### src/rtl/dtc_vote_window.sv
// Temporal majority vote over windows of classifier results: counts votes per class,
// then scans the counters once per window and reports the winning class.
module dtc_vote_window #(
  parameter int WINDOW  = 16,
  parameter int CLASS_W = 3,
  localparam int CNT_W  = $clog2(WINDOW + 1)
) (
  input  logic               clk,
  input  logic               rst,
  input  logic               in_valid,
  output logic               in_ready,
  input  logic [CLASS_W-1:0] in_class,
  input  logic               flush,
  output logic               out_valid,
  input  logic               out_ready,
  output logic [CLASS_W-1:0] out_class,
  output logic [CNT_W-1:0]   out_count,
  output logic [CNT_W-1:0]   out_total
);

  localparam int NCLS = 2 ** CLASS_W;

  typedef enum logic [1:0] {ACCUM, SCAN, REPORT} state_t;

  state_t state, state_nxt;

  logic [CNT_W-1:0]   cnt [NCLS];
  logic [CNT_W-1:0]   total;
  logic [CNT_W-1:0]   total_inc;
  logic [CLASS_W-1:0] idx;
  logic [CLASS_W-1:0] best_cls;
  logic [CNT_W-1:0]   best_cnt;

  logic               accept;
  logic               close_win;
  logic               last_idx;
  logic               scan_hit;
  logic [CLASS_W-1:0] scan_cls;
  logic [CNT_W-1:0]   scan_cnt;

  assign in_ready  = (state == ACCUM) && !rst;
  assign out_valid = (state == REPORT) && !rst;
  assign accept    = in_valid && in_ready;
  assign total_inc = total + CNT_W'(1);

  // A same-cycle accept counts toward the window that the flush closes.
  assign close_win = (accept && (total_inc == CNT_W'(WINDOW))) ||
                     (flush && ((total != '0) || accept));

  // Strict compare keeps the earlier (lower) class code on ties.
  assign last_idx = (idx == CLASS_W'(NCLS - 1));
  assign scan_hit = cnt[idx] > best_cnt;
  assign scan_cls = scan_hit ? idx : best_cls;
  assign scan_cnt = scan_hit ? cnt[idx] : best_cnt;

  always_ff @(posedge clk) begin
    if (rst) state <= ACCUM;
    else     state <= state_nxt;
  end

  always_comb begin
    state_nxt = state;
    case (state)
      ACCUM:   if (close_win) state_nxt = SCAN;
      SCAN:    if (last_idx)  state_nxt = REPORT;
      REPORT:  if (out_ready) state_nxt = ACCUM;
      default: state_nxt = ACCUM;
    endcase
  end

  always_ff @(posedge clk) begin
    if (rst) begin
      for (int i = 0; i < NCLS; i++) cnt[i] <= '0;
      total     <= '0;
      idx       <= '0;
      best_cls  <= '0;
      best_cnt  <= '0;
      out_class <= '0;
      out_count <= '0;
      out_total <= '0;
    end else begin
      case (state)
        ACCUM: begin
          if (accept) begin
            cnt[in_class] <= cnt[in_class] + CNT_W'(1);
            total         <= total_inc;
          end
        end
        SCAN: begin
          best_cls <= scan_cls;
          best_cnt <= scan_cnt;
          idx      <= idx + CLASS_W'(1);
          if (last_idx) begin
            out_class <= scan_cls;
            out_count <= scan_cnt;
            out_total <= total;
          end
        end
        REPORT: begin
          if (out_ready) begin
            for (int i = 0; i < NCLS; i++) cnt[i] <= '0;
            total    <= '0;
            best_cls <= '0;
            best_cnt <= '0;
          end
        end
        default: ;
      endcase
    end
  end

endmodule

### config.mk
export PLATFORM = sky130hd
export DESIGN_NAME = dtc_vote_window
export DESIGN_NICKNAME = d
export VERILOG_FILES = /design/src/rtl/dtc_vote_window.sv
export SDC_FILE = /design/constraint.sdc
export NUM_CORES = 1
export LEC_CHECK = 0
export BUFFER_PORTS_ARGS = -buffer_cell sky130_fd_sc_hd__clkbuf_2
export CORE_UTILIZATION = 35
export CTS_BUF_LIST = sky130_fd_sc_hd__clkbuf_8
export DETAILED_ROUTE_END_ITERATION = 16
export HOLD_SLACK_MARGIN = 0.02
export MAX_ROUTING_LAYER = met4
export SLEW_MARGIN = 20
export SYNTH_ARGS = -nofsm -noshare
export SYNTH_HDL_FRONTEND = slang
export SYNTH_SLANG_ARGS = --single-unit
### constraint.sdc
create_clock -name clk -period 5.3 [get_ports clk]
set_input_delay 1.06 -clock clk [delete_from_list [all_inputs] [get_ports clk]]
set_output_delay 1.06 -clock clk [all_outputs]
set_load 0.05 [all_outputs]
Word level (Yosys, flattened, before mapping) --
Memories as Yosys holds them, arrays and structs flattened. A register that Yosys moved wholly into a read port is not among the register bits. Cells that the tools add are included.
Operators by class: add/sub/neg operators 3, magnitude comparators 1, equality and inequality tests 8, mux-type cells 35, bitwise logic cells 8, reductions and logical operators 17
Operators with widths (count):
- 5-bit 2-to-1 mux | 12
- 5-bit one-hot mux with 2 select lines | 2
- 3-bit 2-to-1 mux | 5
- 1-bit 2-to-1 mux | 11
- 5-bit by 1-bit adder with 5-bit output, second input constant | 2
- 2-bit inequality test, second input constant | 4
- 1-bit OR | 8
- 2-bit 2-to-1 mux | 3
- 2-bit one-hot mux with 3 select lines | 1
- 3-bit one-hot mux with 2 select lines | 1
- 3-bit AND reduction | 2
- 5-bit equality test, second input constant | 1
- 5-bit greater-than comparator | 1
- 1-bit logical AND | 5
- 5-bit nonzero test | 1
- 5-bit OR reduction | 1
- 2-bit AND reduction | 2
- 2-bit nonzero test | 2
- 3-bit by 1-bit adder with 3-bit output, second input constant | 1
- 3-bit equality test, second input constant | 1
- 2-bit by 1-bit equality test with 1-bit output, second input constant | 1
- 2-bit equality test, second input constant | 1
- 2-bit zero test | 1
- 1-bit logical OR | 2
- 1-bit zero test | 1
Word-level totals: register bits after elaboration 31, memory bits (writable) 40, output and inout bits 15, word-level logic and storage cells 81, memories kept 1
Memories:
- cnt | words 8, bits a word 5, read ports 2, clocked after memory_dff 1, wr ports 8, RTL line 27 | logic [CNT_W-1:0] cnt [NCLS];

Longest topological paths before layout --
Gate-level depths: netlist of the first run.
word-level depth 9, mapped depth 13

Worst setup path before layout of the first run --
OpenSTA, ideal clock, no wires.
path type input to output, start in rst, end out out_valid, arrival 2.786 ns, slack 1.454 ns, stages on the path 4, path buffers 3, path through clkbuf_1 clkbuf_1 clkbuf_1 nor3b_1
Between the ends: word-level cells in the longest chain between the ends 2
RTL lines:
- start, declared | RTL line 9 | input logic rst,
- 1-bit zero test | RTL line 42 | assign out_valid = (state == REPORT) && !rst;
- 1-bit logical AND | RTL line 42
- end, declared | RTL line 14 | output logic out_valid,
Every way passes these cells.

==> summary by stage, run 1 <==
Run status
The run finished with clean final reports.

Synth
The number of different library cells used by synthesis comes to 49. Synthesis produced 377 cells. For this run, the register share of the synthesized area comes to 0.471. The warning count from the yosys run is 0. Of the post-synthesis cell area, the dominant cell type holds 0.301. The most used flip-flop cell after synthesis is edfxtp_1. edfxtp_1 takes more of the synthesized area than any other cell. The flop and latch count out of synthesis is 74. The synthesized area divided by synthesized cell count is 10.6 um2. After synthesis, the share of flip-flops with an asynchronous set or reset is 0. Ranked by total cell area, the synthesized netlist is headed by edfxtp_1, dfxtp_1, mux4_2.

The mapped netlist covers 3990 um2. The synthesized net count is between 300 and 400. In this run, synthesis inferred 40 flip-flops with an integrated enable.

Place
The count of buffers added on input and output ports is 22. Routability-driven placement finished with a final weighted congestion of ~0.84. The detailed-placement wirelength estimate is ~6300 um.

STA
The share of the clock period used by the worst path after layout is 0.639. The largest clock skew in the final design is 10.6 ps. Setup total negative slack on the finished layout was measured at 0 ps. Measured against its own limit, the worst slew margin works out to 0.355. Setup repair after global routing left no endpoint under its margin. The count of final hold-check violations came to 0.

Setup violations remaining at the end of the flow were counted as 0. The shortest period the worst path allows is 3390 ps. The slew of the pin with the lowest slew margin is 966 ps. The max-slew violation count was 0. For this run, the top clock speed supported by timing is 295 MHz.

Hold path
The number of cells traversed by the worst hold path is 2. The path class of the tightest hold or removal check is reg2reg.

Critical path
STA classifies the critical path endpoint as a flop. By startpoint and endpoint, the worst setup path is classified as reg2reg. The largest fanout on the critical path is 11. STA puts the critical path data arrival time at about 3600 ps. The last element of the critical path is best_cnt[1]$_SDFFE_PP0P_. The setup check on the worst reg-to-reg path leaves a slack of 1910 ps.

The endpoint required time on the critical path is roughly 5500 ps. In this run the critical register-to-register path is captured at best_cnt[1]$_SDFFE_PP0P_. For the worst flop-to-flop path, the logic depth is 10. STA classifies the critical path startpoint as a flop.

Global routing
The aggregate global-route resource usage is 0.167. The first global-routing pass estimated approximately 14000 um of wire. The maximum number of pins on one net before global-route repair is 46. The number of global-route vias before repair is roughly 2700. The number of antenna violations at the first check in global routing is 0. After global routing the overflow that remains totals 0.

Power
Dividing total power by cell area gives a power density of 299 nW/um2. The leakage power figure is 1.54 nW. The peak supply drop is between 150 and 200 uV.

Route
The DRC violation count after routing is 0. The detailed router finished its first iteration with 197 violations. Before antenna repair, the detailed router went through 4 iterations. The average detailed-routed wire length per instance is 16.8 um. The post-route antenna net violation count is 0.

The detailed-route vias per instance is roughly 5.4. Summed over all layers, the routed wires come to 8880 um. The routed via count is between 2000 and 3000.

Layout
The share of the core filled with cells in the final layout is 0.396. After filler insertion, the fill cell instance count of the layout stands at 1055. The antenna diode count is 0. The synthesis-to-layout area growth is 8.87%.

Leaving out fill and tap cells, the most frequent cell in the layout is nor2_1. The top cell types in the final layout, fill and taps aside, are nor2_1, edfxtp_1, dfxtp_1. In the final layout, the share of cells above drive strength 1 is 0.162. The number of nets at the end of the flow is around 400.

Run
Across the run, the number of max-cap violations was 0.

CTS
The longest clock path from root to sink contains 2 buffers. The clock latency on the worst-skew pair is about 360 ps. The number of hold buffers added after CTS was 0. The number of levels in the clock H-tree is 3.

In this run the clock root is driven by a clkbuf_8. The clock net in this run drives a total of 74 sinks. In this run, post-CTS repair resized a total of 0 instances. In this run the post-CTS setup repair buffer count came out at 0.

The clock edge transition at the registers on the reported setup and hold paths is 80 ps. The total CTS buffers is 9. TritonCTS built the clock tree.

Floorplanning
The die area is 11800 um2. In this run the horizontal extent of the chip is 109 um. The effective utilization at floorplan is 0.364. The total number of placement rows is 38. Measured along the y axis, the die boundary spans 109 um. The number of top-level pins is 23.

The core footprint is approximately 11000 um2.
## worst max-delay path, cell delays in order (launching register included)
cell	delay [ps]
dfxtp_1	690
mux4_2	570
mux2i_1	240
inv_1	70
ha_1	310
nor2b_1	130
o21a_1	110
o211ai_1	80
and2_1	210
nor2_1	580
o311ai_0	230
## power by group
group	switching, mW	internal, mW
Clock	0.208	0.239
Sequential	0.0235	0.627
Combinational	0.133	0.0688
Total	0.365	0.935
## layout make-up
| cell class | count | area (um2) | area share |
|---|---|---|---|
| clock buffer | 11 | 151 | 0.0348 |
| tap | 140 | 175 | 0.0403 |
| multi-input combinational | 265 | 1930 | 0.444 |
| sequential | 74 | 1880 | 0.433 |
| clock inverter | 5 | 47.5 | 0.0109 |
| inverter | 11 | 41.3 | 0.00950 |
| timing repair buffer | 23 | 118 | 0.0271 |
## metrics by stage
stage	total power, mW	instances	setup WS, ps	hold slack (ps)	instance area [um2]
3_3_place_gp	0.865	513	1750	441	4150
5_1_grt	1.35	529	1610	488	4350
3_5_place_dp	0.867	513	1720	448	4150
4_1_cts	1.31	529	1910	459	4350
6_report	1.30	529	1910	453	4350
2_1_floorplan	0.820	377	1450	470	3990
## logic make-up after synthesis
group / share of synthesized area
xor+xnor: 0.0197
mux: 0.136
flops: 0.471
buf+inv: 0.0448
compound gates: 0.0784
simple gates: 0.215
fa+ha+maj: 0.0345
## cell usage after synthesis, drive strengths merged (8+ instances only)
cell,count
a21oi,14
buf,12
clkbuf,15
dfxtp,34
edfxtp,40
ha,11
inv,11
mux2i,8
mux4,18
nand2,34
nand2b,8
nand3,24
nor2,56
nor3,9
o311ai,11
or3,11
## worst min path at each step
stage	start	end	slack [ps]
floorplan	total[4]$_SDFFE_PP0P_	out_total[4]$_SDFFE_PP0P_	470
CTS	out_total[4]$_SDFFE_PP0P_	out_total[4]$_SDFFE_PP0P_	460
global route	out_total[4]$_SDFFE_PP0P_	out_total[4]$_SDFFE_PP0P_	490
finish	out_total[4]$_SDFFE_PP0P_	out_total[4]$_SDFFE_PP0P_	450
detailed placement	out_total[4]$_SDFFE_PP0P_	out_total[4]$_SDFFE_PP0P_	450
global placement	out_total[3]$_SDFFE_PP0P_	out_total[3]$_SDFFE_PP0P_	440
## metal layers
layer,up-vias,share of wire,track usage,routed length (um)
met1,1396,0.44,0.209,3890
met2,77,0.48,0.255,4260
met3,11,0.071,0.0604,633
met4,0,0.012,0.0483,103
li1,1392,-,-,-
met5,-,0,-,0
## registers in the layout, indices dropped and copies added, names as in the netlist, named ones only
signal     flops
cnt           40
idx            3
out_count      5
total          5
best_cls       3
state          2
out_total      5
out_class      3
best_cnt       5
Note: power is estimated with default switching activity, not from simulation.
==> run 2, diff against run 1 <==
==> constraint.sdc (replaced) <==
create_clock -name clk -period 3.4 [get_ports clk]
set_input_delay 0.68 -clock clk [delete_from_list [all_inputs] [get_ports clk]]
set_output_delay 0.68 -clock clk [all_outputs]
set_load 0.05 [all_outputs]
==> run 2 against run 1 <==
Compared with the run above:
- clock power increased by 69%
- critical path depth unchanged
- cell count increased by 1.3%
- core utilization increased by 0.66 points
- sequential power increased by 57%
- register-to-register slack got worse by 1600 ps
- design area increased by 1.7%
- largest cell class unchanged
- largest power group unchanged
==> summary by stage, run 2 (synthesis gave the netlist of run 1 again) <==
CTS
The post-CTS setup buffer count was 0 (unchanged). The total CTS buffers is 9 (unchanged). The count of instances resized after the clock tree is built was 0 (unchanged). The clock root buffer is clkbuf_8. The number of levels in the clock H-tree came to 3 (unchanged). The post-cts hold buffer count was 0 (unchanged). The maximum root-to-sink buffer count was 2 (unchanged). The clock sink total is 74 (unchanged).

The clock latency on the worst-skew pair came to 360 ps (about the same). The clock edge transition at the registers on the reported setup and hold paths was 80 ps (about the same). The CTS tree is done.

Critical path
STA classifies the critical path startpoint as a flop. The worst setup path is of the reg2reg kind. The critical path endpoint category is a flop. The last element of the critical path is out_class[2]$_SDFFE_PP0P_.

The cell count of the worst reg-to-reg path is 10 (unchanged). The endpoint required time on the critical path is 3630 ps (-1870 ps). The slack of the worst reg-to-reg path is 330 ps (-1580 ps). The arrival time of data at the critical path endpoint came to 3300 ps (-290 ps).

The largest fanout on the critical path is 16 (+5). The reg-to-reg critical path endpoint is out_class[2]$_SDFFE_PP0P_.

Route
The average detailed-routed wire length per instance is 17.0 um (+1.0%). The number of iterations in the first detailed-routing pass was 4 (unchanged). The total length of routed wires is 9090 um (+2.4%).

The routed via count is 2950 (+2.6%). The count of routing violations after the opening detailed-route iteration was 265 (+35%). The post-route antenna net violation count is 0 (unchanged). The detailed-route vias per instance is 5.50 (+1.2%). The DRC violation count after routing is 0 (unchanged).

Layout
In the layout the commonest cells are nor2_1, edfxtp_1, nand2_1, dfxtp_1, nand3_1. The count of fill cells added during filler insertion came to 1047 (-0.76%). The number of nets at the end of the flow is 410 (+1.7%).

The area used by sequential logic in the layout is 1880 um2 (about the same). The antenna diode count is 0 (unchanged). The share of cells above drive strength 1 is 0.187 (+0.0249). More flip-flops sit in one register than any other, and that register is cnt.

Compared with the post-synthesis result, the final layout area differs by 10.7%. The area used by multi-input combinational logic is 1930 um2 (unchanged). The flip-flop count of the largest register, all copies and words added was 40 (unchanged). The most common cell after layout, fill and taps aside is nor2_1.

Global routing
The aggregate global-route resource usage is 0.172 (+0.00454). The maximum number of pins on one net before global-route repair is 46 (unchanged). The number of antenna violations at the first check in global routing came to 0 (unchanged). The remaining global-route overflow is 0 (unchanged). The global-route wire length before repair is 14800 um (+3.2%). The number of global-route vias before repair is 2759 (+2.3%).

STA
The remaining max-slew budget at the tightest pin was 0.448 (+0.0935). The number of failing setup endpoints in the final timing report was 0 (unchanged). The max-slew violation count is 0 (unchanged). The count of final hold-check violations is 0 (unchanged).

The shortest period the worst path allows is 3070 ps (-318 ps). The worst hold slack came to 459 ps (+6.23 ps). The summed negative setup slack over all endpoints is 0 ps (unchanged). The slew of the pin with the lowest slew margin was 825 ps (-140 ps). The fmax is 326 MHz (+10%). The share of the clock period used by the worst path after layout was 0.903 (+0.264). Setup repair after global routing left no endpoint under its margin.

The largest clock skew in the final design is 5.71 ps (-4.87 ps).

Floorplanning
The die area is 11800 um2 (unchanged). The vertical extent of the die is 109 um (unchanged). The number of top-level pins is 23 (unchanged). The core footprint was 11000 um2 (unchanged). The overall die width is 109 um (unchanged). The total number of placement rows is 38 (unchanged).

The effective utilization at floorplan is 0.364 (unchanged).

Place
The weighted congestion reported at the end of routability-driven placement is 0.856 (+2.5%). The detailed-placement wirelength estimate came to 6550 um (+4.0%). The count of port buffers added during placement was 22 (unchanged).

Hold path
The min-delay analysis places its worst path in the category reg2reg.

Run
The number of max-capacitance violations reported came to 0 (unchanged).

Run status
The flow ran to the end, and the final reports show no timing, DRC or antenna violations.

Power
The leakage power figure is 1.56 nW (+1.5%). The peak supply drop is 313 uV (+110%). The ratio of total power to cell area came to 476 nW/um2 (+59%).
## run 2: final cells by class
| cell class | instances | area share |
|---|---|---|
| clock buffer | 9 | 0.0280 |
| clock inverter | 7 | 0.0212 |
| inverter | 11 | 0.00934 |
| multi-input combinational | 265 | 0.437 |
| sequential | 74 | 0.426 |
| tap | 140 | 0.0396 |
| timing repair buffer | 30 | 0.0385 |
## run 2: per-layer routing
layer  up-vias  global-route usage  part of all wire
li1       1407                   -                 -
met1      1437               0.225              0.47
met2        91               0.261              0.46
met3        15              0.0400             0.052
met4         0              0.0608             0.018
met5         -                   -                 0
## run 2: how the worst min path moves through the flow
stage,slack [ps],depth (start not counted),from,endpoint
CTS,460,2,out_total[1]$_SDFFE_PP0P_,out_total[1]$_SDFFE_PP0P_
floorplan,470,2,total[4]$_SDFFE_PP0P_,out_total[4]$_SDFFE_PP0P_
finish,460,2,out_total[3]$_SDFFE_PP0P_,out_total[3]$_SDFFE_PP0P_
detailed placement,450,2,out_total[1]$_SDFFE_PP0P_,out_total[1]$_SDFFE_PP0P_
global placement,440,2,out_total[4]$_SDFFE_PP0P_,out_total[4]$_SDFFE_PP0P_
global route,480,2,out_total[0]$_SDFFE_PP0P_,out_total[0]$_SDFFE_PP0P_
## run 2: through the flow
stage          total power, mW   util  setup slack (ps)  cell area [um2]  cells
6_report                  2.10  0.402               330             4420    536
5_1_grt                   2.20  0.402              60.1             4420    536
4_1_cts                   2.12  0.402               225             4420    536
3_5_place_dp              1.37  0.382               250             4200    520
3_3_place_gp              1.36  0.382               408             4200    520
2_1_floorplan             1.28      -               113             3990    377
## run 2: critical path, stage by stage, from the launching register on
cell and delay (ps):
dfxtp_1 610, mux4_2 370, mux2i_1 290, inv_1 80, ha_1 310, nor2b_1 140, o21a_1 160, o211ai_1 170
nand2_1 350, a211oi_1 360, nor4_1 100
## run 2: where the power goes
group / switching [mW] / internal [mW]
sequential: 0.0377 / 0.978
combinational: 0.214 / 0.121
clock: 0.343 / 0.411
total: 0.595 / 1.51
